`config.mk`:
```
export PLATFORM = sky130hd
export DESIGN_NAME = load_store_unit_flat
export DESIGN_NICKNAME = d
export VERILOG_FILES = /design/src/rtl/load_store_unit_pkg.sv /design/src/rtl/load_store_unit_if.sv /design/src/rtl/load_store_unit_load_extend.sv /design/src/rtl/load_store_unit.sv /design/src/flat_wrapper.sv
export SDC_FILE = /design/constraint.sdc
export NUM_CORES = 1
export LEC_CHECK = 0
export BUFFER_PORTS_ARGS = -buffer_cell sky130_fd_sc_hd__buf_4
export CORE_UTILIZATION = 27
export CTS_BUF_LIST = sky130_fd_sc_hd__clkbuf_16
export DETAILED_ROUTE_END_ITERATION = 12
export PLACE_DENSITY = 0.61
export SYNTH_ARGS = -nofsm -noshare
export SYNTH_HDL_FRONTEND = slang
export SYNTH_SLANG_ARGS = --single-unit
```
`constraint.sdc`:
```
create_clock -name clk -period 4 [get_ports clk]
set_clock_uncertainty 0.15 [all_clocks]
set_input_delay 0.6 -clock clk [delete_from_list [all_inputs] [get_ports clk]]
set_output_delay 0.6 -clock clk [all_outputs]
set_load 0.01 [all_outputs]
```
`src/rtl/load_store_unit_pkg.sv`:
```
// Shared definitions for the load/store unit: op encodings, FSM state
// encoding, fault causes and the request classification helpers.
package riscv_lsu_pkg;

  localparam logic [2:0] OP_LB  = 3'b000;
  localparam logic [2:0] OP_LBU = 3'b001;
  localparam logic [2:0] OP_LW  = 3'b010;
  localparam logic [2:0] OP_SB  = 3'b100;
  localparam logic [2:0] OP_SW  = 3'b110;

  typedef enum logic [1:0] {
    ST_IDLE    = 2'd0,
    ST_ACCESS  = 2'd1,
    ST_CAPTURE = 2'd2,
    ST_RESP    = 2'd3
  } lsu_state_t;

  typedef enum logic [1:0] {
    FAULT_NONE       = 2'd0,
    FAULT_ILLEGAL_OP = 2'd1,
    FAULT_RANGE      = 2'd2,
    FAULT_MISALIGN   = 2'd3
  } fault_cause_t;

  function automatic logic op_is_legal(input logic [2:0] op);
    return (op == OP_LB) || (op == OP_LBU) || (op == OP_LW) ||
           (op == OP_SB) || (op == OP_SW);
  endfunction

  function automatic logic op_is_load(input logic [2:0] op);
    return (op == OP_LB) || (op == OP_LBU) || (op == OP_LW);
  endfunction

  function automatic logic op_is_byte(input logic [2:0] op);
    return (op == OP_LB) || (op == OP_LBU) || (op == OP_SB);
  endfunction

  function automatic logic op_is_word(input logic [2:0] op);
    return (op == OP_LW) || (op == OP_SW);
  endfunction

  // First matching cause wins: illegal op, then range, then alignment.
  function automatic fault_cause_t fault_check(input logic [2:0]  op,
                                               input logic [31:0] addr,
                                               input logic [31:0] limit);
    if (!op_is_legal(op))                        return FAULT_ILLEGAL_OP;
    else if (addr >= limit)                      return FAULT_RANGE;
    else if (op_is_word(op) && addr[1:0] != 2'b00) return FAULT_MISALIGN;
    else                                         return FAULT_NONE;
  endfunction

endpackage

```
`src/rtl/load_store_unit_if.sv`:
```
// Request/response bus between the execute stage and the load/store unit.
// Handshake: a request transfers on a clock edge where req_valid && req_ready;
// a response transfers on an edge where resp_valid && resp_ready. The side
// raising valid keeps its payload stable until that edge.
interface load_store_unit_if;
  logic        req_valid;
  logic        req_ready;
  logic [2:0]  req_op;
  logic [31:0] req_addr;
  logic [31:0] req_wdata;
  logic [4:0]  req_rd;
  logic        resp_valid;
  logic        resp_ready;
  logic [31:0] resp_data;
  logic [4:0]  resp_rd;
  logic        resp_fault;

  modport master (
    output req_valid, req_op, req_addr, req_wdata, req_rd, resp_ready,
    input  req_ready, resp_valid, resp_data, resp_rd, resp_fault
  );

  modport slave (
    input  req_valid, req_op, req_addr, req_wdata, req_rd, resp_ready,
    output req_ready, resp_valid, resp_data, resp_rd, resp_fault
  );
endinterface

```
`src/rtl/load_store_unit_load_extend.sv`:
```
// Load result formatting: sign/zero extension of the low byte for byte
// loads, full word pass-through for word loads.
module load_extend
  import riscv_lsu_pkg::*;
(
  input  logic [2:0]  op,
  input  logic [31:0] data,
  output logic [31:0] result
);

  // Select extension by load type; non-load ops pass the word unchanged.
  always_comb begin
    result = data;
    case (op)
      OP_LB:   result = {{24{data[7]}}, data[7:0]};
      OP_LBU:  result = {24'h000000, data[7:0]};
      default: result = data;
    endcase
  end

endmodule

```
`src/rtl/load_store_unit.sv`:
```
// Single-outstanding load/store unit. Accepts one request at a time, checks
// it for faults, performs one memory access and returns one response.
module load_store_unit
  import riscv_lsu_pkg::*;
#(
  parameter int MEM_BYTES = 4096
) (
  input  logic                 clk,
  input  logic                 rst,
  load_store_unit_if.slave     lsu,
  output logic [31:0]          mem_address,
  output logic [31:0]          mem_write_data,
  output logic                 mem_write_enable,
  output logic                 mem_read_enable,
  output logic                 mem_byte_enable,
  input  logic [31:0]          mem_read_data,
  output lsu_state_t           state
);

  localparam logic [31:0] MEM_LIMIT = 32'(MEM_BYTES);

  lsu_state_t   state_next;
  fault_cause_t cause;
  logic         accept;
  logic [2:0]   op_q;
  logic [4:0]   rd_q;
  logic [31:0]  resp_data_q;
  logic         fault_q;
  logic [31:0]  ext_data;

  assign cause  = fault_check(lsu.req_op, lsu.req_addr, MEM_LIMIT);
  assign accept = lsu.req_valid && (state == ST_IDLE);

  load_extend u_load_extend (
    .op     (op_q),
    .data   (mem_read_data),
    .result (ext_data)
  );

  // State register.
  always_ff @(posedge clk or posedge rst) begin
    if (rst) state <= ST_IDLE;
    else     state <= state_next;
  end

  // Next-state logic; memory enables are only ever raised in ACCESS.
  always_comb begin
    state_next       = state;
    lsu.req_ready    = 1'b0;
    lsu.resp_valid   = 1'b0;
    mem_read_enable  = 1'b0;
    mem_write_enable = 1'b0;
    mem_byte_enable  = 1'b0;
    case (state)
      ST_IDLE: begin
        lsu.req_ready = 1'b1;
        if (lsu.req_valid) begin
          state_next = (cause != FAULT_NONE) ? ST_RESP : ST_ACCESS;
        end
      end
      ST_ACCESS: begin
        mem_read_enable  = op_is_load(op_q);
        mem_write_enable = !op_is_load(op_q);
        mem_byte_enable  = op_is_byte(op_q);
        state_next       = op_is_load(op_q) ? ST_CAPTURE : ST_RESP;
      end
      ST_CAPTURE: begin
        state_next = ST_RESP;
      end
      ST_RESP: begin
        lsu.resp_valid = 1'b1;
        if (lsu.resp_ready) state_next = ST_IDLE;
      end
      default: state_next = ST_IDLE;
    endcase
  end

  // Request latching and response capture; the response fields only change
  // at acceptance or in CAPTURE, so they are stable throughout RESP.
  always_ff @(posedge clk or posedge rst) begin
    if (rst) begin
      op_q           <= OP_LB;
      rd_q           <= '0;
      resp_data_q    <= '0;
      fault_q        <= 1'b0;
      mem_address    <= '0;
      mem_write_data <= '0;
    end else begin
      if (accept) begin
        op_q        <= lsu.req_op;
        rd_q        <= lsu.req_rd;
        resp_data_q <= '0;
        fault_q     <= (cause != FAULT_NONE);
        if (cause == FAULT_NONE) begin
          mem_address    <= lsu.req_addr;
          mem_write_data <= lsu.req_wdata;
        end
      end
      if (state == ST_CAPTURE) begin
        resp_data_q <= ext_data;
      end
    end
  end

  assign lsu.resp_data  = resp_data_q;
  assign lsu.resp_rd    = rd_q;
  assign lsu.resp_fault = fault_q;

endmodule

```
`src/flat_wrapper.sv`:
```
// flat-port wrapper written by rule: the top's interface ports become plain ports
module load_store_unit_flat import riscv_lsu_pkg::*;
#(
  parameter int MEM_BYTES = 4096
)
  (clk, rst, mem_address, mem_write_data, mem_write_enable, mem_read_enable, mem_byte_enable, mem_read_data, state, lsu_req_valid, lsu_req_op, lsu_req_addr, lsu_req_wdata, lsu_req_rd, lsu_resp_ready, lsu_req_ready, lsu_resp_valid, lsu_resp_data, lsu_resp_rd, lsu_resp_fault);
  load_store_unit_if lsu_i ();
  input  logic clk;
  input  logic rst;
  output logic [31:0] mem_address;
  output logic [31:0] mem_write_data;
  output logic mem_write_enable;
  output logic mem_read_enable;
  output logic mem_byte_enable;
  input  logic [31:0] mem_read_data;
  output lsu_state_t state;
  input wire logic [$bits(lsu_i.req_valid)-1:0] lsu_req_valid;
  input wire logic [$bits(lsu_i.req_op)-1:0] lsu_req_op;
  input wire logic [$bits(lsu_i.req_addr)-1:0] lsu_req_addr;
  input wire logic [$bits(lsu_i.req_wdata)-1:0] lsu_req_wdata;
  input wire logic [$bits(lsu_i.req_rd)-1:0] lsu_req_rd;
  input wire logic [$bits(lsu_i.resp_ready)-1:0] lsu_resp_ready;
  output wire logic [$bits(lsu_i.req_ready)-1:0] lsu_req_ready;
  output wire logic [$bits(lsu_i.resp_valid)-1:0] lsu_resp_valid;
  output wire logic [$bits(lsu_i.resp_data)-1:0] lsu_resp_data;
  output wire logic [$bits(lsu_i.resp_rd)-1:0] lsu_resp_rd;
  output wire logic [$bits(lsu_i.resp_fault)-1:0] lsu_resp_fault;
  assign lsu_i.req_valid = lsu_req_valid;
  assign lsu_i.req_op = lsu_req_op;
  assign lsu_i.req_addr = lsu_req_addr;
  assign lsu_i.req_wdata = lsu_req_wdata;
  assign lsu_i.req_rd = lsu_req_rd;
  assign lsu_i.resp_ready = lsu_resp_ready;
  assign lsu_req_ready = lsu_i.req_ready;
  assign lsu_resp_valid = lsu_i.resp_valid;
  assign lsu_resp_data = lsu_i.resp_data;
  assign lsu_resp_rd = lsu_i.resp_rd;
  assign lsu_resp_fault = lsu_i.resp_fault;
  load_store_unit #(.MEM_BYTES(MEM_BYTES)) u_core (.clk(clk), .rst(rst), .lsu(lsu_i), .mem_address(mem_address), .mem_write_data(mem_write_data), .mem_write_enable(mem_write_enable), .mem_read_enable(mem_read_enable), .mem_byte_enable(mem_byte_enable), .mem_read_data(mem_read_data), .state(state));
endmodule
```
==> flow_summary.yaml <==
status:
  outcome: "finished, final reports clean"
clocking:
  cts_setup_buffers: 0
  cts.root.buffer_cell: "sky130_fd_sc_hd__clkbuf_16"
  clkSlewWorstSetupHoldPaths_ns: 0.08
  ctsHtreeMaxLevel: 3
  post_cts_hold_buffer_count: 0
  cts_buffers: 9
  clock_sinks: 107
  tritoncts: "done"
  ctsResizeCount: 0
  ctsLongestPathBuffers: 2
  clk_latency_ns: 0.34
timing:
  final-hold-violation-count: 0
  fmax_mhz: 377
  rsz0062_at_grt: "no"
  slew_headroom: 0.327
  worst-slew-pin-transition_ns: 1.01
  final.setup.tns_ns: 0
  timing.final.crit_share: 0.663
  final-setup-viol-count: 0
  timing.final.max_slew_violations: 0
  period_minus_slack_ns: 2.65
synth:
  synth.net_count: 474
  yosys.area_share.xor_xnor: 0
  synthDistinctLibCells: 25
  post_synth_inst_count: 362
  synth.largest_area_cell: "sky130_fd_sc_hd__dfrtp_1"
  synth_compound_area_frac: 0.119
  post_synth_adder_cell_area: 0.0115
  synth-simple-area-share: 0.0861
  syn_avg_cell_area_um2: 12.0
  synth_top_family_by_area: "multiplexers"
  synth_warnings: 0
  synth_top_area_share: 0.614
  sequential_to_total_area_share_from_yosys_stat: 0.614
  syn-cell-area_um2: 4360
  synth.area.top_cells: "sky130_fd_sc_hd__dfrtp_1 61%, sky130_fd_sc_hd__mux2_1 7.5%, sky130_fd_sc_hd__o21ai_0 6.5%"
  ys_ff_latch: 107
  synth.area.mux_share: 0.134
detailed_routing:
  detailedRoute.firstPassIterationCount: 4
  route.vias.total: 3473
  post-route-drc-count: 0
  vias_per_cell: 4.40
  routed_wire_length_per_instance_um: 15.5
  final_antenna_net_count: 0
  detailedRoute.firstIterationViolations: 83
  drt_wl_total_um: 12300
worst_setup_path:
  cp_slowest_cell: "sky130_fd_sc_hd__dfrtp_1"
  timing.critical_path.to_type: "primary output"
  worst-r2r-setup-slack_ns: 1.55
  required_time_of_the_critical_path_ns: 3.25
  path_delay_family: "flip-flops"
  path_cells: "a21oi_1 -> nor2_1 -> buf_4"
  timing_worst_setup_path_type: "reg -> out"
  timing.critical_path.arrival_ns: 1.90
  worstPathMaxFanout: 28
  cp.buffers_inverters: 1
  slowest_delay_ns: 0.99
  startpoint_type: "flop"
place:
  routability_congestion_estimate_from_global_placement: 0.684
  place.port_buffers: 216
  dpl-instance-area_um2: 6180
  place_hpwl_um: 9030
global_route:
  grt_pass1_vias: 3578
  antenna_found_initial: 0
  grt_pass1_wl_um: 18600
  grt_start_max_net_pins: 65
  grt_remaining_overflow: 0
  grt_util_all_layers: 0.146
die:
  core.rowCount: 46
  die-height_um: 129
  initial_core_util: 0.275
  die_x_um: 129
  die_area_um2: 16700
  design.portCount: 217
  fp.coreArea_um2: 15800
final_layout:
  final_design_area_no_fill_um2: 6510
  fillerInstances: 1530
  final_nets: 681
  drive_gt1_frac: 0.462
  antennaDiodeCount: 0
  layout-area-overhead-vs-synth_pct: 49.3
pwr:
  ir_worst_vdd_v: 0.000257
  power.static_leakage_nw: 3.40
  power-per-cell-area_nw_per_um2: 538
flow_run:
  max_cap_violations: 0
worst_hold_path:
  min_path_type: "in -> async"
==> where the power goes <==
group	internal (mW)	total, mW	switching (mW)
logic	0.518	1.06	0.538
registers	1.27	1.48	0.206
clock network	0.512	0.965	0.453
==> cell usage after synthesis <==
master / instances
sky130_fd_sc_hd__inv_1: 6
sky130_fd_sc_hd__and2_1: 1
sky130_fd_sc_hd__nor4_1: 6
sky130_fd_sc_hd__nand3_1: 1
sky130_fd_sc_hd__o22ai_1: 1
sky130_fd_sc_hd__buf_6: 3
sky130_fd_sc_hd__nor2_1: 4
sky130_fd_sc_hd__nor4_2: 1
sky130_fd_sc_hd__mux2_1: 29
sky130_fd_sc_hd__dfrtp_1: 107
sky130_fd_sc_hd__nand2_1: 44
sky130_fd_sc_hd__o21a_1: 24
sky130_fd_sc_hd__buf_2: 3
sky130_fd_sc_hd__mux2_2: 23
sky130_fd_sc_hd__nor4b_1: 1
sky130_fd_sc_hd__nor2b_1: 20
sky130_fd_sc_hd__a21oi_1: 2
sky130_fd_sc_hd__o21ai_0: 57
sky130_fd_sc_hd__o21ai_1: 1
sky130_fd_sc_hd__a211oi_1: 1
sky130_fd_sc_hd__clkbuf_1: 16
sky130_fd_sc_hd__o31ai_1: 3
sky130_fd_sc_hd__buf_1: 2
sky130_fd_sc_hd__buf_4: 2
sky130_fd_sc_hd__ha_1: 4
==> final timing paths <==
path | from | to | cells past startpoint
worst min register to register | u_core.mem_address[4] | u_core.mem_address[4] | 1
worst max register to register | u_core.state[0] | u_core.mem_write_data[19] | 6
max in group asynchronous | rst | u_core.mem_address[18] | 3
worst max-delay path | u_core.op_q[1] | mem_write_enable | 3
min in group clk | lsu_req_wdata[26] | u_core.mem_write_data[26] | 2
worst min-delay path | rst | u_core.mem_write_data[9] | 2
==> metrics by stage <==
step	instances	hold WS [ns]	setup slack (ns)	total power [mW]	utilization
global route	790	0.239	1.14	3.73	0.411
floorplan	362	0.377	0.433	2.02	-
global placement	774	0.318	1.40	2.54	0.391
CTS	790	0.218	1.29	3.56	0.411
finish	790	0.198	1.35	3.50	0.411
detailed placement	774	0.326	1.33	2.58	0.391
==> placed cells by master, fill, tap and decap left out <==
master and count:
sky130_fd_sc_hd__inv_6 1, sky130_fd_sc_hd__clkinv_8 1, sky130_fd_sc_hd__nand3_1 1, sky130_fd_sc_hd__nand2_1 44
sky130_fd_sc_hd__o21ai_1 1, sky130_fd_sc_hd__nor4_4 1, sky130_fd_sc_hd__buf_4 222, sky130_fd_sc_hd__o31ai_1 3
sky130_fd_sc_hd__nor2b_1 20, sky130_fd_sc_hd__ha_2 1, sky130_fd_sc_hd__dfrtp_1 107, sky130_fd_sc_hd__inv_1 5
sky130_fd_sc_hd__inv_8 4, sky130_fd_sc_hd__o21a_1 24, sky130_fd_sc_hd__bufinv_16 1, sky130_fd_sc_hd__o22ai_1 1
sky130_fd_sc_hd__clkbuf_16 9, sky130_fd_sc_hd__mux2_2 23, sky130_fd_sc_hd__nor4_1 6, sky130_fd_sc_hd__nor4b_2 1
sky130_fd_sc_hd__inv_4 1, sky130_fd_sc_hd__mux2_1 29, sky130_fd_sc_hd__ha_1 3, sky130_fd_sc_hd__and2_1 1
sky130_fd_sc_hd__a211oi_1 1, sky130_fd_sc_hd__nor2_1 4, sky130_fd_sc_hd__a21oi_1 2, sky130_fd_sc_hd__o21ai_0 57
==> layout make-up <==
cell class,count,area (um2),area share
Multi-Input combinational cell,223,1550,0.237
Timing Repair Buffer,222,1670,0.256
Inverter,6,25.0,0.00384
Tap cell,216,270,0.0415
Sequential cell,107,2680,0.411
Clock buffer,9,225,0.0346
Clock inverter,7,100,0.0154
==> registers in the layout, summed over array words and instances (netlist names) <==
signal and flops:
u_core.lsu.resp_fault 1, u_core.op_q 3, u_core.state 2, u_core.lsu.resp_data 32, u_core.lsu.resp_rd 5, u_core.mem_write_data 32
u_core.mem_address 32
==> logic make-up after synthesis <==
| group | Yosys count |
|---|---|
| DFF | 107 |
| AOI/OAI and AO/OA | 89 |
| muxes | 52 |
| adders and majority gates | 4 |
| buffers and inverters | 32 |
| and+or+nand+nor | 78 |
==> worst register-to-register path, stage by stage (launching register included) <==
cell,delay [ns]
sky130_fd_sc_hd__dfrtp_1,0.45
sky130_fd_sc_hd__inv_1,0.11
sky130_fd_sc_hd__ha_1,0.29
sky130_fd_sc_hd__nand2_1,0.16
sky130_fd_sc_hd__nor4_4,0.31
sky130_fd_sc_hd__buf_4,0.47
sky130_fd_sc_hd__mux2_2,0.41
==> per-layer routing <==
| layer | global-route usage | vias to the layer above | part of all wire |
|---|---|---|---|
| li1 | - | 1653 | - |
| met1 | 0.184 | 1691 | 0.44 |
| met2 | 0.240 | 113 | 0.49 |
| met3 | 0.0314 | 16 | 0.052 |
| met4 | 0.0699 | 0 | 0.023 |
| met5 | 0 | - | 0 |
(Power assumes the default switching activity.)
